==> src/rtl/alu_seq_shifter_if.sv <==
// Request/response handshake bundle for the multi-cycle shifter.
// master = requester/consumer side, slave = shifter side.
interface alu_seq_shifter_if #(
  parameter int DATA_WIDTH = 16,
  parameter int AMT_WIDTH  = 4
);
  logic                  in_valid;
  logic                  in_ready;
  logic [DATA_WIDTH-1:0] a_in;
  logic [AMT_WIDTH-1:0]  amt_in;
  logic [1:0]            op_in;
  logic                  out_valid;
  logic                  out_ready;
  logic [DATA_WIDTH-1:0] shift_out;
  logic                  shift_flag;

  modport master (
    output in_valid, a_in, amt_in, op_in, out_ready,
    input  in_ready, out_valid, shift_out, shift_flag
  );

  modport slave (
    input  in_valid, a_in, amt_in, op_in, out_ready,
    output in_ready, out_valid, shift_out, shift_flag
  );
endinterface

==> src/rtl/alu_seq_shifter.sv <==
// Multi-cycle shifter/rotator: one bit position per clock, valid/ready on both sides.
// Build option ALU_ARITH_SHIFT_EN turns op 10 from ror into an arithmetic right shift.
module alu_seq_shifter #(
  parameter int DATA_WIDTH = 16,
  parameter int AMT_WIDTH  = 4
) (
  input  logic               clk,
  input  logic               rst_shift,
  alu_seq_shifter_if.slave   bus
);
  localparam int W = DATA_WIDTH;

  typedef enum logic [1:0] {IDLE, SHIFT, DONE} state_t;

  state_t               state;
  logic [W-1:0]         shift_q;
  logic                 flag_q;
  logic [AMT_WIDTH-1:0] count;
  logic [1:0]           op_q;
  logic [W-1:0]         step_out;
  logic                 step_flag;

  // One 1-bit step of the latched op applied to the current result.
  always_comb begin
    step_out  = shift_q;
    step_flag = flag_q;
    case (op_q)
      2'b00: begin
        step_out  = {1'b0, shift_q[W-1:1]};
        step_flag = shift_q[0];
      end
      2'b01: begin
        step_out  = {shift_q[W-2:0], 1'b0};
        step_flag = shift_q[W-1];
      end
      2'b10: begin
`ifdef ALU_ARITH_SHIFT_EN
        step_out  = {shift_q[W-1], shift_q[W-1:1]};
`else
        step_out  = {shift_q[0], shift_q[W-1:1]};
`endif
        step_flag = shift_q[0];
      end
      default: begin
        step_out  = {shift_q[W-2:0], shift_q[W-1]};
        step_flag = shift_q[W-1];
      end
    endcase
  end

  always_ff @(posedge clk or negedge rst_shift) begin
    if (!rst_shift) begin
      state   <= IDLE;
      shift_q <= '0;
      flag_q  <= 1'b0;
      count   <= '0;
      op_q    <= 2'b00;
    end else begin
      case (state)
        IDLE: if (bus.in_valid) begin
          shift_q <= bus.a_in;
          count   <= bus.amt_in;
          op_q    <= bus.op_in;
          flag_q  <= 1'b0;
          state   <= SHIFT;
        end
        SHIFT: if (count == '0) begin
          state <= DONE;
        end else begin
          shift_q <= step_out;
          flag_q  <= step_flag;
          count   <= count - AMT_WIDTH'(1);
        end
        DONE: if (bus.out_ready) state <= IDLE;
        default: state <= IDLE;
      endcase
    end
  end

  // Handshake flags decode straight from the state register; no input bypass.
  assign bus.in_ready   = (state == IDLE);
  assign bus.out_valid  = (state == DONE);
  assign bus.shift_out  = shift_q;
  assign bus.shift_flag = flag_q;
endmodule

==> src/flat_wrapper.sv <==
// flat-port wrapper written by rule: the top's interface ports become plain ports
module alu_seq_shifter_flat 
#(
  parameter int DATA_WIDTH = 16,
  parameter int AMT_WIDTH  = 4
)
  (clk, rst_shift, bus_in_valid, bus_a_in, bus_amt_in, bus_op_in, bus_out_ready, bus_in_ready, bus_out_valid, bus_shift_out, bus_shift_flag);
  alu_seq_shifter_if #(.DATA_WIDTH(DATA_WIDTH), .AMT_WIDTH(AMT_WIDTH)) bus_i ();
  input  logic clk;
  input  logic rst_shift;
  input wire logic [$bits(bus_i.in_valid)-1:0] bus_in_valid;
  input wire logic [$bits(bus_i.a_in)-1:0] bus_a_in;
  input wire logic [$bits(bus_i.amt_in)-1:0] bus_amt_in;
  input wire logic [$bits(bus_i.op_in)-1:0] bus_op_in;
  input wire logic [$bits(bus_i.out_ready)-1:0] bus_out_ready;
  output wire logic [$bits(bus_i.in_ready)-1:0] bus_in_ready;
  output wire logic [$bits(bus_i.out_valid)-1:0] bus_out_valid;
  output wire logic [$bits(bus_i.shift_out)-1:0] bus_shift_out;
  output wire logic [$bits(bus_i.shift_flag)-1:0] bus_shift_flag;
  assign bus_i.in_valid = bus_in_valid;
  assign bus_i.a_in = bus_a_in;
  assign bus_i.amt_in = bus_amt_in;
  assign bus_i.op_in = bus_op_in;
  assign bus_i.out_ready = bus_out_ready;
  assign bus_in_ready = bus_i.in_ready;
  assign bus_out_valid = bus_i.out_valid;
  assign bus_shift_out = bus_i.shift_out;
  assign bus_shift_flag = bus_i.shift_flag;
  alu_seq_shifter #(.DATA_WIDTH(DATA_WIDTH), .AMT_WIDTH(AMT_WIDTH)) u_core (.clk(clk), .rst_shift(rst_shift), .bus(bus_i));
endmodule
==> config.mk <==
export PLATFORM = sky130hd
export DESIGN_NAME = alu_seq_shifter_flat
export DESIGN_NICKNAME = d
export VERILOG_FILES = /design/src/rtl/alu_seq_shifter_if.sv /design/src/rtl/alu_seq_shifter.sv /design/src/flat_wrapper.sv
export SDC_FILE = /design/constraint.sdc
export NUM_CORES = 1
export LEC_CHECK = 0
export ABC_AREA = 1
export BUFFER_PORTS_ARGS = -buffer_cell sky130_fd_sc_hd__buf_4
export CORE_UTILIZATION = 40
export CTS_CLUSTER_DIAMETER = 50
export CTS_CLUSTER_SIZE = 30
export DETAILED_ROUTE_END_ITERATION = 7
export GPL_TIMING_DRIVEN = 0
export PLACE_DENSITY = 0.74
export SYNTH_ARGS = -nofsm -noshare
export SYNTH_HDL_FRONTEND = slang
export SYNTH_SLANG_ARGS = --single-unit
==> constraint.sdc <==
create_clock -name clk -period 2.95 [get_ports clk]
set_clock_uncertainty 0.05 [all_clocks]
set_input_delay 0.885 -clock clk [delete_from_list [all_inputs] [get_ports clk]]
set_output_delay 0.885 -clock clk [all_outputs]
set_load 0.02 [all_outputs]
==> summary.md, run 1 <==
| Metric | Value |
|---|---|
| Status | finished clean |
| Worst endpoint required time | 2020 ps |
| Final layout net count | 294 |
| Cell Rows | 22 |
| Core area | 0.003689 mm² |
| CTS Buf Count | 3 |
| First-pass iteration count of the detailed router | 4 |
| Fmax | 0.5139 GHz |
| Port bufs | 44 |
| # resized after CTS | 0 |
| Slew headroom | 77.93% |
| Io pins | 45 |
| Drt drc | 0 |
| Worst Hold Class | in2async |
| Hold_buf cts | 0 |
| GR Util All Layers | 20.30% |
| Setup tns final | 0 ps |
| Pwr Density | 1338 mW/mm² |
| Die area | 0.004099 mm² |
| RSZ-0062 raised after global routing | no |
| First-pass GRT wire length | 6.410 mm |
| Crit Path Max Fanout | 3 |
| Final hold violations | 0 |
| Post-synthesis sequential area ratio | 40.65% |
| Synth Net Count | 245 |
| Setup Crit Path Kind | reg2out |
| Final GP Congestion | 0.7798 |
| Top cells by area, synth | dfrtp_1 41%, nand2_1 22%, nand3_1 7.8% |
| Deepest clock path buffer count | 2 |
| Drt via density | 4.965 |
| Synthesized flop and latch total | 25 |
| Synth-to-layout area growth | 28.29% |
| Crit share post-route | 65.96% |
| Largest net degree at the start of global routing | 26 |
| Startpoint types | flip-flop |
| WL final | 3.740 mm |
| Count of warnings emitted by yosys | 0 |
| Worst skew pair latency | 280 ps |
| Post-layout min period | 1946 ps |
| Die width | 64.03 µm |
| Initial Util | 41.72% |
| Root buffer cell | clkbuf_8 |
| Worst-path clk slew | 90 ps |
| Setup violators final | 0 |
| Non-filler cells, final | 314 |
| Area share of the largest cell type after synthesis | 40.65% |
| Post CTS Setup Buffer Count | 0 |
| Initial DRC count | 51 |
| Share of cells above drive strength 1 | 28.20% |
| Die height | 64.03 µm |
| Gate Count Post-Synth | 218 |
| Area leader, netlist | dfrtp_1 |
| Number of global-route vias before repair | 1368 |
| TritonCTS clock tree | built |
| Placed Cells | 310 |
| Total number of vias | 1559 |
| CTS H-tree lvls | 1 |
| Post-synthesis average cell area | 7.060 µm² |
| Crit. End Element | output port |
| Routed Antenna Nets | 0 |
| Total congestion overflow | 0 |
| Arrival time at the worst endpoint | 1010 ps |
| Hpwl dp | 2.718 mm |
| Antenna violations before repair | 0 |
| Worst slew pin tran | 331.1 ps |
| Total of max-cap violations | 0 |
| Sink Count | 25 |
| Post-Syn Area | 0.001539 mm² |
| Netlist cell types | 22 |
| VDD IR max | 0.0005256 V |
| Cell leakage power | 1.094 nW |
| Slew Limit Fails | 0 |
| WL/cell | 11.91 µm |
| Antenna Cells | 0 |
-- metal layers --
metal / GRT usage, % / up-vias / routed length, µm / share of wire (%)
met5: 0 / - / 0 / 0
met1: 27.42 / 742 / 1754 / 47
met4: 6.250 / 0 / 46 / 1.2
li1: - / 775 / - / -
met3: 3.571 / 4 / 180 / 4.8
met2: 32.85 / 38 / 1759 / 47
-- Yosys cell counts (all sizes together) --
cell	n
nand2	94
dfrtp	25
nand3	25
inv	24
o21ai	20
buf	11
nor2	11
a21oi	3
or2	2
ha	1
o211ai	1
o22ai	1
-- cells in the final DEF (no fill, tap or decap) --
cell	instances
nand2_4	2
nand3_1	24
buf_2	5
buf_4	47
inv_1	22
buf_6	2
a21oi_1	3
o21ai_0	4
dfrtp_1	25
inv_2	1
clkbuf_1	1
ha_1	1
o21ai_2	10
o21ai_1	6
nand2_1	90
or2_0	2
clkbuf_8	3
buf_8	1
o211ai_1	1
nand3_2	1
o22ai_1	1
nor2_1	11
nand2_2	2
inv_4	1
-- cell families (layout without fill, tap and decap cells) --
family                     Yosys count  in the layout  synth area share [%]
adders and majority gates            1              1                0.8129
DFF                                 25             25                 40.65
buffers and inverters               35             83                 11.54
AOI/OAI and AO/OA                   25             25                 10.81
and+or+nand+nor                    132            132                 36.18
-- area by class of cell --
| type | count | area [µm²] |
|---|---|---|
| Multi-Input combinational cell | 158 | 735.7 |
| Fill cell | 382 | 1714 |
| Timing Repair Buffer | 44 | 330.3 |
| Inverter | 24 | 92.59 |
| Tap cell | 48 | 60.06 |
| Buffer | 11 | 85.08 |
| Sequential cell | 25 | 625.6 |
| Clock buffer | 4 | 45.04 |
-- state kept, by name, summed over array words and instances, names as in the netlist --
signal,count
u_core.bus.shift_flag,1
u_core.bus.shift_out,16
u_core.count,4
u_core.op_q,2
u_core.state,2
-- final timing paths --
path	endpoint	from	cells after the start	slack, ps
setup / recovery	bus_in_ready	u_core.state[0]	2	1000
hold / removal	u_core.bus.shift_out[10]	rst_shift	1	450
setup reg to reg	u_core.bus.shift_out[6]	u_core.count[0]	8	1380
hold reg to reg	u_core.bus.shift_flag	u_core.bus.shift_flag	2	470
max in group asynchronous	u_core.count[3]	rst_shift	1	2150
min in group clk	u_core.bus.shift_flag	u_core.bus.shift_flag	2	470
-- critical path, cell delays in order, from the launching register on --
cell and delay (ps):
dfrtp_1 410, nor2_1 160, buf_4 170
-- where the power goes --
part	total, mW	internal [mW]	switching (mW)	leakage, nW
logic	1.80	0.691	1.11	0.764
registers	0.627	0.521	0.105	0.307
clock network	0.212	0.0969	0.115	0.0228
-- through the flow --
stage          area [µm²]  setup slack [ps]  hold slack (ps)  power (mW)  util (%)
2_1_floorplan        1539              1289            448.0       1.941         -
3_3_place_gp         1929              1288            450.0       2.405     52.31
3_5_place_dp         1929              1277            454.7       2.435     52.31
4_1_cts              1974             995.0            464.4       2.650     53.53
5_1_grt              1974             913.5            473.7       2.912     53.53
6_report             1974              1004            449.9       2.641     53.53
Power figures use the tool's default switching activity.
==> run 2: changes to the inputs <==
--- a/config.mk
+++ b/config.mk
@@ -12,7 +12,7 @@
 export CTS_CLUSTER_SIZE = 30
 export DETAILED_ROUTE_END_ITERATION = 7
 export GPL_TIMING_DRIVEN = 0
-export PLACE_DENSITY = 0.74
+export PLACE_DENSITY = 0.77
 export SYNTH_ARGS = -nofsm -noshare
 export SYNTH_HDL_FRONTEND = slang
 export SYNTH_SLANG_ARGS = --single-unit
==> constraint.sdc (replaced) <==
create_clock -name clk -period 1.7 [get_ports clk]
set_clock_uncertainty 0.05 [all_clocks]
set_input_delay 0.51 -clock clk [delete_from_list [all_inputs] [get_ports clk]]
set_output_delay 0.51 -clock clk [all_outputs]
set_load 0.02 [all_outputs]
==> run 2 against run 1 <==
  * Combinational power is 73% higher
  * Critical path depth rose by 6
  * Die area did not move
  * Sequential share of layout area unchanged
  * Clock power increased by 70%
  * Clock-buffer cell count unchanged
  * Design area unchanged
  * Routed wire length is 2.3% lower
  * Hold slack lost 360 ps
  * Core utilization unchanged
  * Register-to-register slack worse by 1300 ps
  * Critical path type is now reg2reg
  * Critical endpoint is now u_core.count[3]
  * Largest cell class unchanged
==> summary.md, run 2 (synthesized netlist as in run 1, its figures left out) <==
| Metric | Value |
|---|---|
| Status | finished clean (unchanged) |
| Slew Limit Fails | 0 (unchanged) |
| Worst Hold Class | in2async (unchanged) |
| Max reg flops | 16 (unchanged) |
| Drt via density | 4.796 (was 4.965) |
| Startpoint types | flip-flop (unchanged) |
| Deepest clock path buffer count | 2 (unchanged) |
| Most frequent cells in the layout | 90 x nand2_1, 47 x buf_4, 25 x dfrtp_1 (unchanged) |
| CTS H-tree lvls | 1 (unchanged) |
| Critical Path Start | u_core.count[0] (was u_core.state[0]) |
| RSZ-0062 raised after global routing | no (unchanged) |
| Setup tns final | 0 ps (unchanged) |
| Post-layout util | 53.53% (unchanged) |
| Core area | 0.003689 mm² (unchanged) |
| Cell leakage power | 1.094 nW (unchanged) |
| Worst skew pair latency | 270 ps (was 280 ps) |
| Port bufs | 44 (unchanged) |
| Worst slew pin tran | 335.9 ps (was 331.1 ps) |
| Final layout net count | 294 (unchanged) |
| Non-filler cells, final | 314 (unchanged) |
| Fmax | 0.6367 GHz |
| TritonCTS clock tree | built (unchanged) |
| Largest net degree at the start of global routing | 26 (unchanged) |
| M2 GR Usage | 31.52% (was 32.85%) |
| Post-layout min period | 1571 ps |
| Final GP Congestion | 0.7790 (was 0.7798) |
| Post CTS Setup Buffer Count | 0 (unchanged) |
| Final Cell Area | 0.001974 mm² (unchanged) |
| # resized after CTS | 0 (unchanged) |
| Synth-to-layout area growth | 28.29% (unchanged) |
| Placed Area | 0.001929 mm² (unchanged) |
| Top Usage Layer GRT | met2 (unchanged) |
| Slew headroom | 77.61% (was 77.93%) |
| Setup Crit Path Kind | reg2reg (was reg2out) |
| Placed Cells | 310 (unchanged) |
| First-pass iteration count of the detailed router | 4 (unchanged) |
| Antenna violations before repair | 0 (unchanged) |
| Cell Rows | 22 (unchanged) |
| Total congestion overflow | 0 (unchanged) |
| FF-to-FF End | u_core.count[3] (was u_core.bus.shift_out[6]) |
| Pwr Density | 2310 mW/mm² (was 1338 mW/mm²) |
| Worst-path clk slew | 90 ps (about the same) |
| Number of global-route vias before repair | 1381 (was 1368) |
| Total of max-cap violations | 0 (unchanged) |
| Fillers | 389 (was 382) |
| Die area | 0.004099 mm² (unchanged) |
| Sequential cell area | 625.6 µm² (unchanged) |
| Initial Util | 41.72% (unchanged) |
| Final hold violations | 0 (unchanged) |
| Root buffer cell | clkbuf_8 (unchanged) |
| Setup violators final | 0 (unchanged) |
| Sink Count | 25 (unchanged) |
| Io pins | 45 (unchanged) |
| Routed Antenna Nets | 0 (unchanged) |
| Die height | 64.03 µm (unchanged) |
| Drt drc | 0 (unchanged) |
| Total power | 4.561 mW (was 2.641 mW) |
| Area occupied by multi-input gates | 735.7 µm² (unchanged) |
| Hold_buf cts | 0 (unchanged) |
| Total number of vias | 1506 (was 1559) |
| Die width | 64.03 µm (unchanged) |
| WL/cell | 11.63 µm (was 11.91 µm) |
| Arrival time at the worst endpoint | 1690 ps (was 1010 ps) |
| Initial DRC count | 85 (was 51) |
| Share of cells above drive strength 1 | 28.20% (unchanged) |
| Crit. End Element | flip-flop (was output port) |
| First-pass GRT wire length | 6.299 mm (was 6.410 mm) |
| Crit Reg-Reg Startpoint | u_core.count[0] (unchanged) |
| M1 GR Usage | 27.16% (was 27.42%) |
| Met3 Use GR | 3.036% (was 3.571%) |
| R2R setup slack | 130 ps (was 1380 ps) |
| Antenna Cells | 0 (unchanged) |
| CP Capture Point | u_core.count[3] (was bus_in_ready) |
| VDD IR max | 0.001060 V (was 0.0005256 V) |
| Crit Path Max Fanout | 10 (was 3) |
| WL final | 3.653 mm (was 3.740 mm) |
| R2r worst-path depth | 8 (unchanged) |
| Hpwl dp | 2.680 mm (was 2.718 mm) |
| Worst endpoint required time | 1820 ps (was 2020 ps) |
| CTS Buf Count | 3 (unchanged) |
| Crit share post-route | 92.39% |
| Commonest non-fill, non-tap cell in the layout | nand2_1 (unchanged) |
| GR Util All Layers | 19.64% (was 20.30%) |
-- run 2: how the worst min path moves through the flow --
stage | start | slack (ps) | cells after the start | to
after floorplan | rst_shift | 160 | 0 | u_core.bus.shift_flag
after global placement | rst_shift | 390 | 1 | u_core.count[1]
after detailed placement | rst_shift | 390 | 1 | u_core.count[2]
after CTS | rst_shift | 100 | 1 | u_core.bus.shift_out[11]
after global routing | rst_shift | 100 | 1 | u_core.count[2]
final | rst_shift | 90 | 1 | u_core.state[1]
-- run 2: final cells by class --
type / instances / area share, %
Buffer: 11 / 4.309
Sequential cell: 25 / 31.69
Inverter: 24 / 4.689
Clock buffer: 4 / 2.281
Tap cell: 48 / 3.042
Multi-Input combinational cell: 158 / 37.26
Timing Repair Buffer: 44 / 16.73
-- run 2: through the flow --
stage / hold WS (ps) / setup slack [ps]
detailed placement: 394.1 / 138.5
finish: 86.14 / 129.4
global placement: 388.1 / 178.2
floorplan: 164.4 / 299.4
CTS: 95.61 / 124.3
global route: 102.9 / 2.519
-- run 2: power by group --
group          leakage [nW]  switching [mW]  total (mW)  internal [mW]
sequential            0.307           0.191        1.10          0.905
clock                0.0228           0.192       0.360          0.168
combinational         0.764            1.91        3.11           1.20
-- run 2: critical path, stage by stage (launching register included) --
cell and delay (ps):
dfrtp_1 380, inv_1 140, ha_1 220, nand3_2 130
nand2_4 130, nand2_4 110, buf_8 160, nand3_1 80
nand2_1 50
-- run 2: layer usage --
metal | up-vias | part of all wire, %
met5 | - | 0
met1 | 692 | 48
met3 | 4 | 4.3
met4 | 0 | 0.85
li1 | 776 | -
met2 | 34 | 47
